$ cat src/rtl/rlo_nest_unit.sv
// rlo_nest_unit: operand selection, negation and RLO combination for the PLC
// bit-logic path, with a bracket-nesting stack for "A(" / "O(" / ")" sequences.
module rlo_nest_unit #(
  parameter int DATA_W      = 8,
  parameter int STACK_DEPTH = 4,
  localparam int SEL_W      = (DATA_W > 1) ? $clog2(DATA_W) : 1,
  localparam int LVL_W      = $clog2(STACK_DEPTH + 1)
) (
  input  logic              CLK,
  input  logic              nRST,
  input  logic              EXEC,
  input  logic [1:0]        ARG_OPCode,
  input  logic [SEL_W-1:0]  ARG_BitSel,
  input  logic              ARG_ArgToSet,
  input  logic [DATA_W-1:0] ARG_RAMData,
  input  logic [DATA_W-1:0] ARG_Register,
  input  logic              ARG_Negate,
  input  logic [2:0]        LOGIC_OPCode,
  input  logic              CLR_Err,
  output logic              RLO,
  output logic              ARG,
  output logic [LVL_W-1:0]  NEST_Level,
  output logic              STK_Ovf,
  output logic              STK_Udf
);

  typedef enum logic [2:0] {
    OP_LD       = 3'b000,
    OP_AND      = 3'b001,
    OP_OR       = 3'b010,
    OP_XOR      = 3'b011,
    OP_PUSH_AND = 3'b100,
    OP_PUSH_OR  = 3'b101,
    OP_POP      = 3'b110,
    OP_NOP      = 3'b111
  } logic_op_e;

  localparam logic [LVL_W-1:0] FULL_LVL = LVL_W'(STACK_DEPTH);

  logic              rlo_reg, rlo_next;
  logic              arg_reg, arg_next;
  logic              ovf_reg, ovf_next;
  logic              udf_reg, udf_next;
  logic [LVL_W-1:0]  level_reg, level_next;
  logic [1:0]        stack_reg [STACK_DEPTH];
  logic [DATA_W-1:0] ram_shift, reg_shift;
  logic              operand;
  logic              push_en;
  logic [1:0]        top_entry;
  logic [STACK_DEPTH-1:0] wr_hit;
  logic [STACK_DEPTH-1:0] top_hit;
  logic_op_e         op;

  assign op = logic_op_e'(LOGIC_OPCode);

  // Shifting the word right by the bit index leaves the selected bit at [0];
  // indices past the word width shift everything out and read as 0.
  assign ram_shift = ARG_RAMData >> ARG_BitSel;
  assign reg_shift = ARG_Register >> ARG_BitSel;

  // Operand source mux followed by optional inversion.
  always_comb begin
    operand = 1'b0;
    unique case (ARG_OPCode)
      2'b00:   operand = ARG_ArgToSet;
      2'b01:   operand = ram_shift[0];
      2'b10:   operand = reg_shift[0];
      default: operand = rlo_reg;
    endcase
    operand = operand ^ ARG_Negate;
  end

  // Per-entry decode: the write slot is the current level, the top of stack
  // is the entry just below it.
  for (genvar gi = 0; gi < STACK_DEPTH; gi++) begin : g_entry
    assign wr_hit[gi]  = push_en && (level_reg == LVL_W'(gi));
    assign top_hit[gi] = (level_reg == LVL_W'(gi + 1));
  end

  // Read the top-of-stack entry for POP.
  always_comb begin
    top_entry = 2'b00;
    for (int i = 0; i < STACK_DEPTH; i++) begin
      if (top_hit[i]) top_entry = stack_reg[i];
    end
  end

  // Instruction decode: next RLO/ARG/level, push enable and error flags.
  always_comb begin
    rlo_next   = rlo_reg;
    arg_next   = arg_reg;
    level_next = level_reg;
    push_en    = 1'b0;
    ovf_next   = ovf_reg & ~CLR_Err;
    udf_next   = udf_reg & ~CLR_Err;
    if (EXEC) begin
      unique case (op)
        OP_LD:  begin rlo_next = operand;           arg_next = operand; end
        OP_AND: begin rlo_next = rlo_reg & operand; arg_next = operand; end
        OP_OR:  begin rlo_next = rlo_reg | operand; arg_next = operand; end
        OP_XOR: begin rlo_next = rlo_reg ^ operand; arg_next = operand; end
        OP_PUSH_AND, OP_PUSH_OR: begin
          // A push into a full stack is dropped entirely and only flagged.
          if (level_reg == FULL_LVL) begin
            ovf_next = 1'b1;
          end else begin
            push_en    = 1'b1;
            rlo_next   = operand;
            arg_next   = operand;
            level_next = level_reg + LVL_W'(1);
          end
        end
        OP_POP: begin
          if (level_reg == '0) begin
            udf_next = 1'b1;
          end else begin
            rlo_next   = top_entry[0] ? (top_entry[1] | rlo_reg)
                                      : (top_entry[1] & rlo_reg);
            level_next = level_reg - LVL_W'(1);
          end
        end
        default: ;
      endcase
    end
  end

  // Result, operand, level and sticky error registers.
  always_ff @(posedge CLK or negedge nRST) begin
    if (!nRST) begin
      rlo_reg   <= 1'b0;
      arg_reg   <= 1'b0;
      level_reg <= '0;
      ovf_reg   <= 1'b0;
      udf_reg   <= 1'b0;
    end else begin
      rlo_reg   <= rlo_next;
      arg_reg   <= arg_next;
      level_reg <= level_next;
      ovf_reg   <= ovf_next;
      udf_reg   <= udf_next;
    end
  end

  // Stack storage: each entry holds {saved RLO, combine op (1 = OR)}.
  always_ff @(posedge CLK or negedge nRST) begin
    if (!nRST) begin
      for (int i = 0; i < STACK_DEPTH; i++) stack_reg[i] <= 2'b00;
    end else begin
      for (int i = 0; i < STACK_DEPTH; i++) begin
        if (wr_hit[i]) stack_reg[i] <= {rlo_reg, LOGIC_OPCode[0]};
      end
    end
  end

  assign RLO        = rlo_reg;
  assign ARG        = arg_reg;
  assign NEST_Level = level_reg;
  assign STK_Ovf    = ovf_reg;
  assign STK_Udf    = udf_reg;

endmodule

$ cat config.mk
export PLATFORM = sky130hd
export DESIGN_NAME = rlo_nest_unit
export DESIGN_NICKNAME = d
export VERILOG_FILES = /design/src/rtl/rlo_nest_unit.sv
export SDC_FILE = /design/constraint.sdc
export NUM_CORES = 1
export LEC_CHECK = 0
export BUFFER_PORTS_ARGS = -buffer_cell sky130_fd_sc_hd__buf_2
export CAP_MARGIN = 10
export CORE_AREA = 2 2 51 62
export DETAILED_ROUTE_END_ITERATION = 8
export DIE_AREA = 0 0 53 64
export GPL_TIMING_DRIVEN = 0
export PLACE_DENSITY = 0.69
export REMOVE_ABC_BUFFERS = 1
export SLEW_MARGIN = 20
export SYNTH_ARGS = -nofsm -noshare
export SYNTH_HDL_FRONTEND = slang
export SYNTH_SLANG_ARGS = --single-unit
$ cat constraint.sdc
create_clock -name CLK -period 3.2 [get_ports CLK]
set_clock_uncertainty 0.2 [all_clocks]
set_input_delay 0.16 -clock CLK [delete_from_list [all_inputs] [get_ports CLK]]
set_output_delay 0.16 -clock CLK [all_outputs]
set_load 0.01 [all_outputs]
==> out/qor.yml, run 1 <==
yosys_warnings: 0
initial_core_util_pct: 44.0
path_clk_slew_ps: 90
maxSlewHeadroom_pct: 76.3
p_seq_share_pct: 37.0
maxSlewViolCount: 0
fin_crit_ps: 2820
grt_pass1_vias: 1140
ys_seq_elements: 15
num_rows: 21
num_vias: 1116
synth_area_per_cell_um2: 9.49
arrival_ps: 2800
die_w_um: 53
grt_max_degree: 16
portBuffers: 36
synth_enable_flop_cells: 0
syn_area_mm2: 0.00121
chipHeight_um: 64
syn_to_final_growth_pct: 22.3
overflow: 0
path_cells: "buf_2, mux4_1, mux4_2, nand2_2, a21boi_1, xor2_1, ha_1, o21ai_0, nand2_1, o21ai_0, nand2_1, o311ai_1, nor4_1"
required_ps: 3170
cts_tree: "yes"
antenna_left: 0
grt_pass1_wl_um: 4760
drt_iter0_drc: 29
core-area_mm2: 0.00276
end_kind: "register"
final_layout_size_suffix_gt1_share_pct: 27.8
cp_max_fo: 4
hold_class: "in -> reg"
layout_worst_path_cycle_share_pct: 88.2
max_cap_viol_count: 0
first_pass_iters: 4
cts_max_level: 1
clk-insertion-delay-late_ps: 300
async_reset_ff_share_pct: 100
swShare_pct: 41.4
setup_tns_ps: 0
syn_inst: 128
pin_count: 37
yosysSeqAreaShare_pct: 30.9
internal_power_uw: 536
p_per_area_mw_per_mm2: 615
place_congestion: 0.765
synth_cell_types: 43
nets: 210
hold_viol: 0
irDropWorstVdd_v: 0.000273
worstMarginPinSlew_ps: 355
synthFlopType: "dfrtp_1"
final_common_cell: "buf_2"
max_freq_mhz: 354
cts.sinks: 15
postCtsSetupBuffers: 0
n_fill_cell: 273
root_buffer: "clkbuf_4"
switchingPower_uw: 378
drc: 0
insertedDiodeCount: 0
hpwlAfterDp_um: 2250
finalSetupViolations: 0
die-area_mm2: 0.00339
cts_buffer_depth: 2
cts_resized: 0
max_stage_delay_ps: 560
via_per_inst: 5.50
mostFrequentLayoutCells: "buf_2, dfrtp_1, nand2_1, inv_1, ha_1"
comb_power_share_pct: 50.5
status: "complete, no violations"
p_total_uw: 913
wl_per_cell_um: 13.8
cts-buffers-inserted: 3
holdBufCountCts: 3
pwr-share-clk_pct: 12.5
finalWirelength_um: 2800
critPathSlowestCell: "mux4_1"
multi_input_area_um2: 787
worstSetupPathType: "in -> reg"
rsz0062_at_grt: "no"
dp_slack_ps: 48.9
antenna_found_initial: 0
setup_ws_ps: 377
largest_reg_flops: 8
regArea_um2: 375
track_usage_pct: 18.7
cp-start-kind: "primary input"
cellLeakagePower_uw: 0.000707
==> worst max-delay path, delay by kind of cell <==
family                     cells  cell delay [ps]
AOI/OAI and AO/OA              4              580
xor gates and xnor gates       1              200
adders and majority gates      1              270
buffers and inverters          1              140
muxes                          2             1060
and+or+nand+nor                4              370
==> per-stage QoR <==
| step | hold WS, ps | utilization [%] | cell area [um^2] | std cells |
|---|---|---|---|---|
| after floorplan | -336 | - | 1210 | 126 |
| after global placement | -119 | 51.8 | 1430 | 196 |
| after detailed placement | -108 | 51.8 | 1430 | 196 |
| after CTS | 19.6 | 53.9 | 1490 | 203 |
| after global routing | 15.1 | 53.9 | 1490 | 203 |
| final | 18.4 | 53.9 | 1490 | 203 |
==> area by class of cell <==
type                    count  share of cell area, %
clock buffers               4                   1.77
inverters                  12                   3.03
multi-input cells          99                   52.9
flip-flops and latches     15                   25.3
well taps                  34                   2.86
repair buffers             39                   14.1
==> worst paths after layout <==
| kind | from | endpoint | slack (ps) | cells past startpoint |
|---|---|---|---|---|
| setup / recovery | ARG_BitSel[0] | RLO | 380 | 13 |
| hold / removal | LOGIC_OPCode[0] | stack_reg[2] | 20 | 2 |
| setup reg to reg | NEST_Level[2] | RLO | 710 | 8 |
| hold reg to reg | stack_reg[1] | stack_reg[1] | 290 | 2 |
| max in group asynchronous | nRST | stack_reg[7] | 2450 | 2 |
| min in group asynchronous | nRST | stack_reg[3] | 90 | 2 |
==> logic make-up after synthesis <==
family                   Yosys count  synth area share (%)
flip-flops                        15                  30.9
XOR/XNOR                           3                  2.16
adder cells (fa/ha/maj)           10                  10.3
AO/OA/AOI/OAI                     33                  17.8
AND/OR/NAND/NOR                   41                  17.6
buffers and inverters             14                  4.33
multiplexers                      12                  16.9
==> power groups by stage <==
stage	clock network [uW]	registers, uW	logic, uW
2_1_floorplan	0	338	316
3_3_place_gp	0	337	447
3_5_place_dp	0	344	457
5_1_grt	128	352	519
6_report	114	338	461
4_1_cts	116	340	463
==> cells in the mapped netlist, drive strengths merged, types with 2 or more instances <==
cell type  number  share of area [%]
or2             2                1.0
clkbuf          2               0.62
nand2b          4                2.1
mux4            5                 11
nand3b          2                1.2
nand2          14                4.5
a21boi          2                1.2
xnor2           2                1.4
ha             10                 10
inv            12                3.7
nor2            5                1.5
a211oi          4                2.5
mux2            6                5.6
o21ai          13                5.4
a22o            2                1.4
nand3           4                1.6
dfrtp          15                 31
and2            2                1.0
o22ai           2                1.0
a21oi           2               0.82
nor2b           2                1.0
==> metal layers <==
layer / global-route usage, % / vias up / wire (um)
met5: 0 / - / 0
met1: 20.0 / 518 / 1140
met2: 34.4 / 34 / 1450
met3: 3.27 / 5 / 146
met4: 8.01 / 0 / 55
li1: - / 559 / -
No activity file was read; power rests on OpenSTA's default activity.
==> inputs of run 2 (changes only) <==
- HOLD_SLACK_MARGIN: default -> 0.15
==> run 2 against run 1 <==
Against the previous run: power rose by 1.3%; core utilization rose by 2.5 points; sequential power barely moved; first-iteration DRC count rose by 55%; register-to-register slack barely moved; flip-flop and latch count did not move; via count rose by 3.8%; hold slack improved by 160 ps; worst setup slack improved by 4.0 ps; sequential share of layout area fell by 1.1 points; clock-buffer cell count did not move; highest routed layer unchanged.
==> out/qor.yml, run 2 (synthesis results as in run 1) <==
finalWirelength_um: 2910  # was 2800 um
cts.sinks: 15  # unchanged
root_buffer: "clkbuf_4"  # unchanged
antenna_found_initial: 0  # unchanged
path_cells: "buf_2, mux4_1, mux4_2, nand2_2, a21boi_1, xor2_1, ha_1, o21ai_0, nand2_1, o21ai_0, nand2_1, o311ai_1, nor4_1"  # unchanged
grt_max_degree: 16  # unchanged
num_rows: 21  # unchanged
grt_pass1_wl_um: 5020  # was 4760 um
place_area_mm2: 0.00143  # unchanged
fin_crit_ps: 2820  # about the same
hpwlAfterDp_um: 2250  # unchanged
cp-start-kind: "primary input"  # unchanged
status: "complete, no violations"  # unchanged
r2r_start: "NEST_Level[2]"  # unchanged
cp_max_fo: 4  # unchanged
antenna_left: 0  # unchanged
num_vias: 1158  # was 1,116
path_buf_inv: 1  # unchanged
maxSlewHeadroom_pct: 53.2  # was 76.3%
insertedDiodeCount: 0  # unchanged
cts-buffers-inserted: 3  # unchanged
worstSetupPathType: "in -> reg"  # unchanged
layout_worst_path_cycle_share_pct: 88.1  # was 88.2%
setup_tns_ps: 0  # unchanged
max_cap_viol_count: 0  # unchanged
overflow: 0  # unchanged
irDropWorstVdd_v: 0.000286  # was 0.000273 V
worstMarginPinSlew_ps: 700  # was 355 ps
startpoint: "ARG_BitSel[0]"  # unchanged
syn_to_final_growth_pct: 28.1  # was 22.3%
cts_max_level: 1  # unchanged
crit_family: "multiplexers"  # unchanged
arrival_ps: 2800  # about the same
path_clk_slew_ps: 90  # about the same
via_per_inst: 5.51  # was 5.50
hold_class: "in -> reg"  # unchanged
critPathSlowestCell: "mux4_1"  # unchanged
hp-start: "LOGIC_OPCode[2]"  # was LOGIC_OPCode[0]
end_kind: "register"  # unchanged
die_w_um: 53  # unchanged
largest_reg_flops: 8  # unchanged
cellLeakagePower_uw: 0.000732  # was 0.000707 uW
multi_input_area_um2: 787  # unchanged
track_usage_pct: 19.6  # was 18.7%
p_per_area_mw_per_mm2: 594  # was 615 mW/mm^2
p_total_uw: 925  # was 913 uW
pin_count: 37  # unchanged
nets: 217  # was 210
rsz0062_at_grt: "no"  # unchanged
place_congestion: 0.765  # unchanged
cts_buffer_depth: 2  # unchanged
regArea_um2: 375  # unchanged
max_stage_delay_ps: 560  # about the same
max_freq_mhz: 355  # was 354 MHz
final_common_cell: "buf_2"  # unchanged
required_ps: 3180  # was 3170 ps
stdcell_area_mm2: 0.00156  # was 0.00149 mm^2
grt_pass1_vias: 1212  # was 1,140
die-area_mm2: 0.00339  # unchanged
initial_core_util_pct: 44.0  # unchanged
portBuffers: 36  # unchanged
final_layout_size_suffix_gt1_share_pct: 26.7  # was 27.8%
mostFrequentLayoutCells: "buf_2, dfrtp_1, nand2_1"  # was buf_2, dfrtp_1, nand2_1, inv_1, ha_1
clk-insertion-delay-late_ps: 300  # about the same
wl_per_cell_um: 13.9  # was 13.8 um
n_fill_cell: 267  # was 273
core-area_mm2: 0.00276  # unchanged
cts_tree: "yes"  # unchanged
chipHeight_um: 64  # unchanged
maxSlewViolCount: 0  # unchanged
cts_resized: 0  # unchanged
drt_iter0_drc: 45  # was 29
finalSetupViolations: 0  # unchanged
first_pass_iters: 4  # unchanged
hold_viol: 0  # unchanged
drc: 0  # unchanged
## run 2: power by group
part	switching, uW	internal, uW
combinational	246	225
clock	66.0	48.7
sequential	70.8	268
total	383	542
## run 2: area by class of cell
class                   instances  area share, %
multi-input cells              99           50.6
repair buffers                 46           18.0
inverters                      12           2.89
flip-flops and latches         15           24.1
clock buffers                   4           1.69
well taps                      34           2.73
## run 2: path summary, 6_finish.rpt
path,cells after the start,slack [ps],end
worst min-delay path,4,180,NEST_Level[1]
worst max-delay path,13,380,RLO
worst max register to register,8,700,RLO
min in group asynchronous,3,770,stack_reg[6]
max in group asynchronous,3,1590,RLO
worst min register to register,2,290,stack_reg[1]
## run 2: per-stage QoR
step / hold WS [ps] / utilization, % / std cells / setup WS (ps)
3_3_place_gp: -119 / 51.8 / 196 / 112
4_1_cts: 181 / 56.4 / 210 / 370
3_5_place_dp: -108 / 51.8 / 196 / 48.9
6_report: 181 / 56.4 / 210 / 381
2_1_floorplan: -336 / - / 126 / 440
5_1_grt: 196 / 56.4 / 210 / 224
## run 2: worst reg2reg max path: cells and delay by family (launching register included)
| family | cells | cell delay [ps] |
|---|---|---|
| AOI/OAI and AO/OA | 5 | 1150 |
| buffers and inverters | 1 | 110 |
| DFF | 1 | 540 |
| and+or+nand+nor | 1 | 80 |
| adders and majority gates | 1 | 300 |
## run 2: layer usage
| metal | GRT usage, % | vias to the layer above | part of all wire (%) |
|---|---|---|---|
| met3 | 3.50 | 5 | 5.2 |
| met4 | 8.33 | 0 | 2.0 |
| met5 | 0 | - | 0 |
| met1 | 20.5 | 540 | 40 |
| met2 | 36.6 | 38 | 52 |
| li1 | - | 575 | - |
## run 2: timing repair
action,CTS,global route
hold buffers,10,0
buffers inserted,0,0
endpoints found under the hold margin,23,0
==> inputs of run 3 (changes only) <==
- PLACE_DENSITY: 0.69 -> 0.71
==> run 3 against run 2 <==
Against the previous run: final cell count is 0.48% lower; power is 0.46% lower; first-iteration DRC count is 49% lower; critical path type unchanged; largest power group unchanged; highest routed layer unchanged.
==> out/qor.yml, run 3 (synthesis results as in run 1) <==
die_w_um: 53  # unchanged
nets: 216  # was 217
p_per_area_mw_per_mm2: 595  # was 594 mW/mm^2
track_usage_pct: 17.9  # was 19.6%
core-area_mm2: 0.00276  # unchanged
antenna_found_initial: 0  # unchanged
largest_reg_flops: 8  # unchanged
required_ps: 3190  # was 3180 ps
portBuffers: 36  # unchanged
fin_crit_ps: 2770  # was 2820 ps
grt_pass1_vias: 1105  # was 1,212
final_layout_size_suffix_gt1_share_pct: 27.4  # was 26.7%
busiest_layer: "met2"  # unchanged
finalWirelength_um: 2710  # was 2910 um
grt_max_degree: 16  # unchanged
maxSlewHeadroom_pct: 53.8  # was 53.2%
grt_pass1_wl_um: 4540  # was 5020 um
cts-buffers-inserted: 3  # unchanged
max_cap_viol_count: 0  # unchanged
worstMarginPinSlew_ps: 691  # was 700 ps
cts_max_level: 1  # unchanged
place_congestion: 0.858  # was 0.765
status: "complete, no violations"  # unchanged
setup_ws_ps: 435  # was 381 ps
via_per_inst: 5.55  # was 5.51
worstSetupPathType: "in -> reg"  # unchanged
rsz0062_at_grt: "no"  # unchanged
final_common_cell: "buf_2"  # unchanged
irDropWorstVdd_v: 0.000275  # was 0.000286 V
met3_usage_pct: 2.80  # was 3.50%
wl_per_cell_um: 13.0  # was 13.9 um
num_vias: 1159  # was 1,158
chipHeight_um: 64  # unchanged
antenna_left: 0  # unchanged
setup_tns_ps: 0  # unchanged
cts_buffer_depth: 2  # unchanged
hold_viol: 0  # unchanged
hold_class: "in -> reg"  # unchanged
dp_slack_ps: 96.7  # was 48.9 ps
use_met2_pct: 31.6  # was 36.6%
drt_iter0_drc: 23  # was 45
num_rows: 21  # unchanged
hpwlAfterDp_um: 2160  # was 2250 um
cts_tree: "yes"  # unchanged
stdcell_area_mm2: 0.00155  # was 0.00156 mm^2
path_clk_slew_ps: 100  # was 90 ps
insertedDiodeCount: 0  # unchanged
drc: 0  # unchanged
cellLeakagePower_uw: 0.000732  # about the same
place_area_mm2: 0.00143  # unchanged
max_freq_mhz: 362  # was 355 MHz
cp_max_fo: 4  # unchanged
arrival_ps: 2760  # was 2800 ps
cts.sinks: 15  # unchanged
cts_resized: 0  # unchanged
die-area_mm2: 0.00339  # unchanged
root_buffer: "clkbuf_4"  # unchanged
maxSlewViolCount: 0  # unchanged
pin_count: 37  # unchanged
finalSetupViolations: 0  # unchanged
grtUsageMet1_pct: 20.5  # about the same
overflow: 0  # unchanged
n_fill_cell: 256  # was 267
end_kind: "register"  # unchanged
clk-insertion-delay-late_ps: 300  # about the same
cp-start-kind: "primary input"  # unchanged
layout_worst_path_cycle_share_pct: 86.4  # was 88.1%
first_pass_iters: 4  # unchanged
syn_to_final_growth_pct: 27.4  # was 28.1%
initial_core_util_pct: 44.0  # unchanged
mostFrequentLayoutCells: "buf_2, dfrtp_1, nand2_1, inv_1, ha_1"  # was buf_2, dfrtp_1, nand2_1
## run 3: cell types whose count changed in the layout (fill, tap and decap cells not counted), sizes merged
cell and delta:
clkinv +1, dlygate4sd3 -1, clkbuf -1
## run 3: cell type report
cell class / count / area, um^2 / area share, %
Clock buffer: 3 / 22.5 / 1.46
Timing Repair Buffer: 45 / 270 / 17.5
Multi-Input combinational cell: 99 / 787 / 50.8
Inverter: 12 / 45.0 / 2.91
Tap cell: 34 / 42.5 / 2.75
Sequential cell: 15 / 375 / 24.3
Clock inverter: 1 / 5.00 / 0.323
## run 3: timing repair
item | CTS | global route
hold endpoints to repair | 23 | 0
hold buffers | 9 | 0
buffers inserted | 0 | 0
## run 3: power by group
part	total, uW	internal (uW)	switching (uW)	leakage (uW)
Sequential	340	268	71.6	0.000188
Clock	118	46.7	71.7	0.0000177
Combinational	462	223	239	0.000527
## run 3: stage by stage
stage	instances	total power [uW]	hold slack, ps	util (%)
global placement	196	778	-122	51.8
global route	209	1000	160	56.1
CTS	209	925	151	56.1
floorplan	126	655	-336	-
detailed placement	196	798	-116	51.8
finish	209	921	149	56.1
## run 3: final timing paths
check / end / depth (start not counted) / from / slack (ps)
setup / recovery: RLO / 13 / ARG_BitSel[0] / 430
hold / removal: ARG / 4 / LOGIC_OPCode[1] / 150
setup reg to reg: RLO / 8 / NEST_Level[2] / 750
hold reg to reg: stack_reg[1] / 2 / stack_reg[1] / 290
max in group asynchronous: NEST_Level[0] / 3 / nRST / 1610
min in group asynchronous: stack_reg[5] / 3 / nRST / 750
## run 3: worst max-delay path: stages
cell and delay [ps]:
buf_2 140, mux4_1 550, mux4_2 510, nand2_2 120, a21boi_1 80, xor2_1 170
ha_1 290, o21ai_0 150, nand2_1 60, o21ai_0 70, nand2_1 100, o311ai_1 280
nor4_1 90
## run 3: routing by layer
layer,vias to the layer above,share of wire [%]
met3,6,4.8
met1,549,42
li1,568,-
met5,-,0
met2,36,51
met4,0,1.8
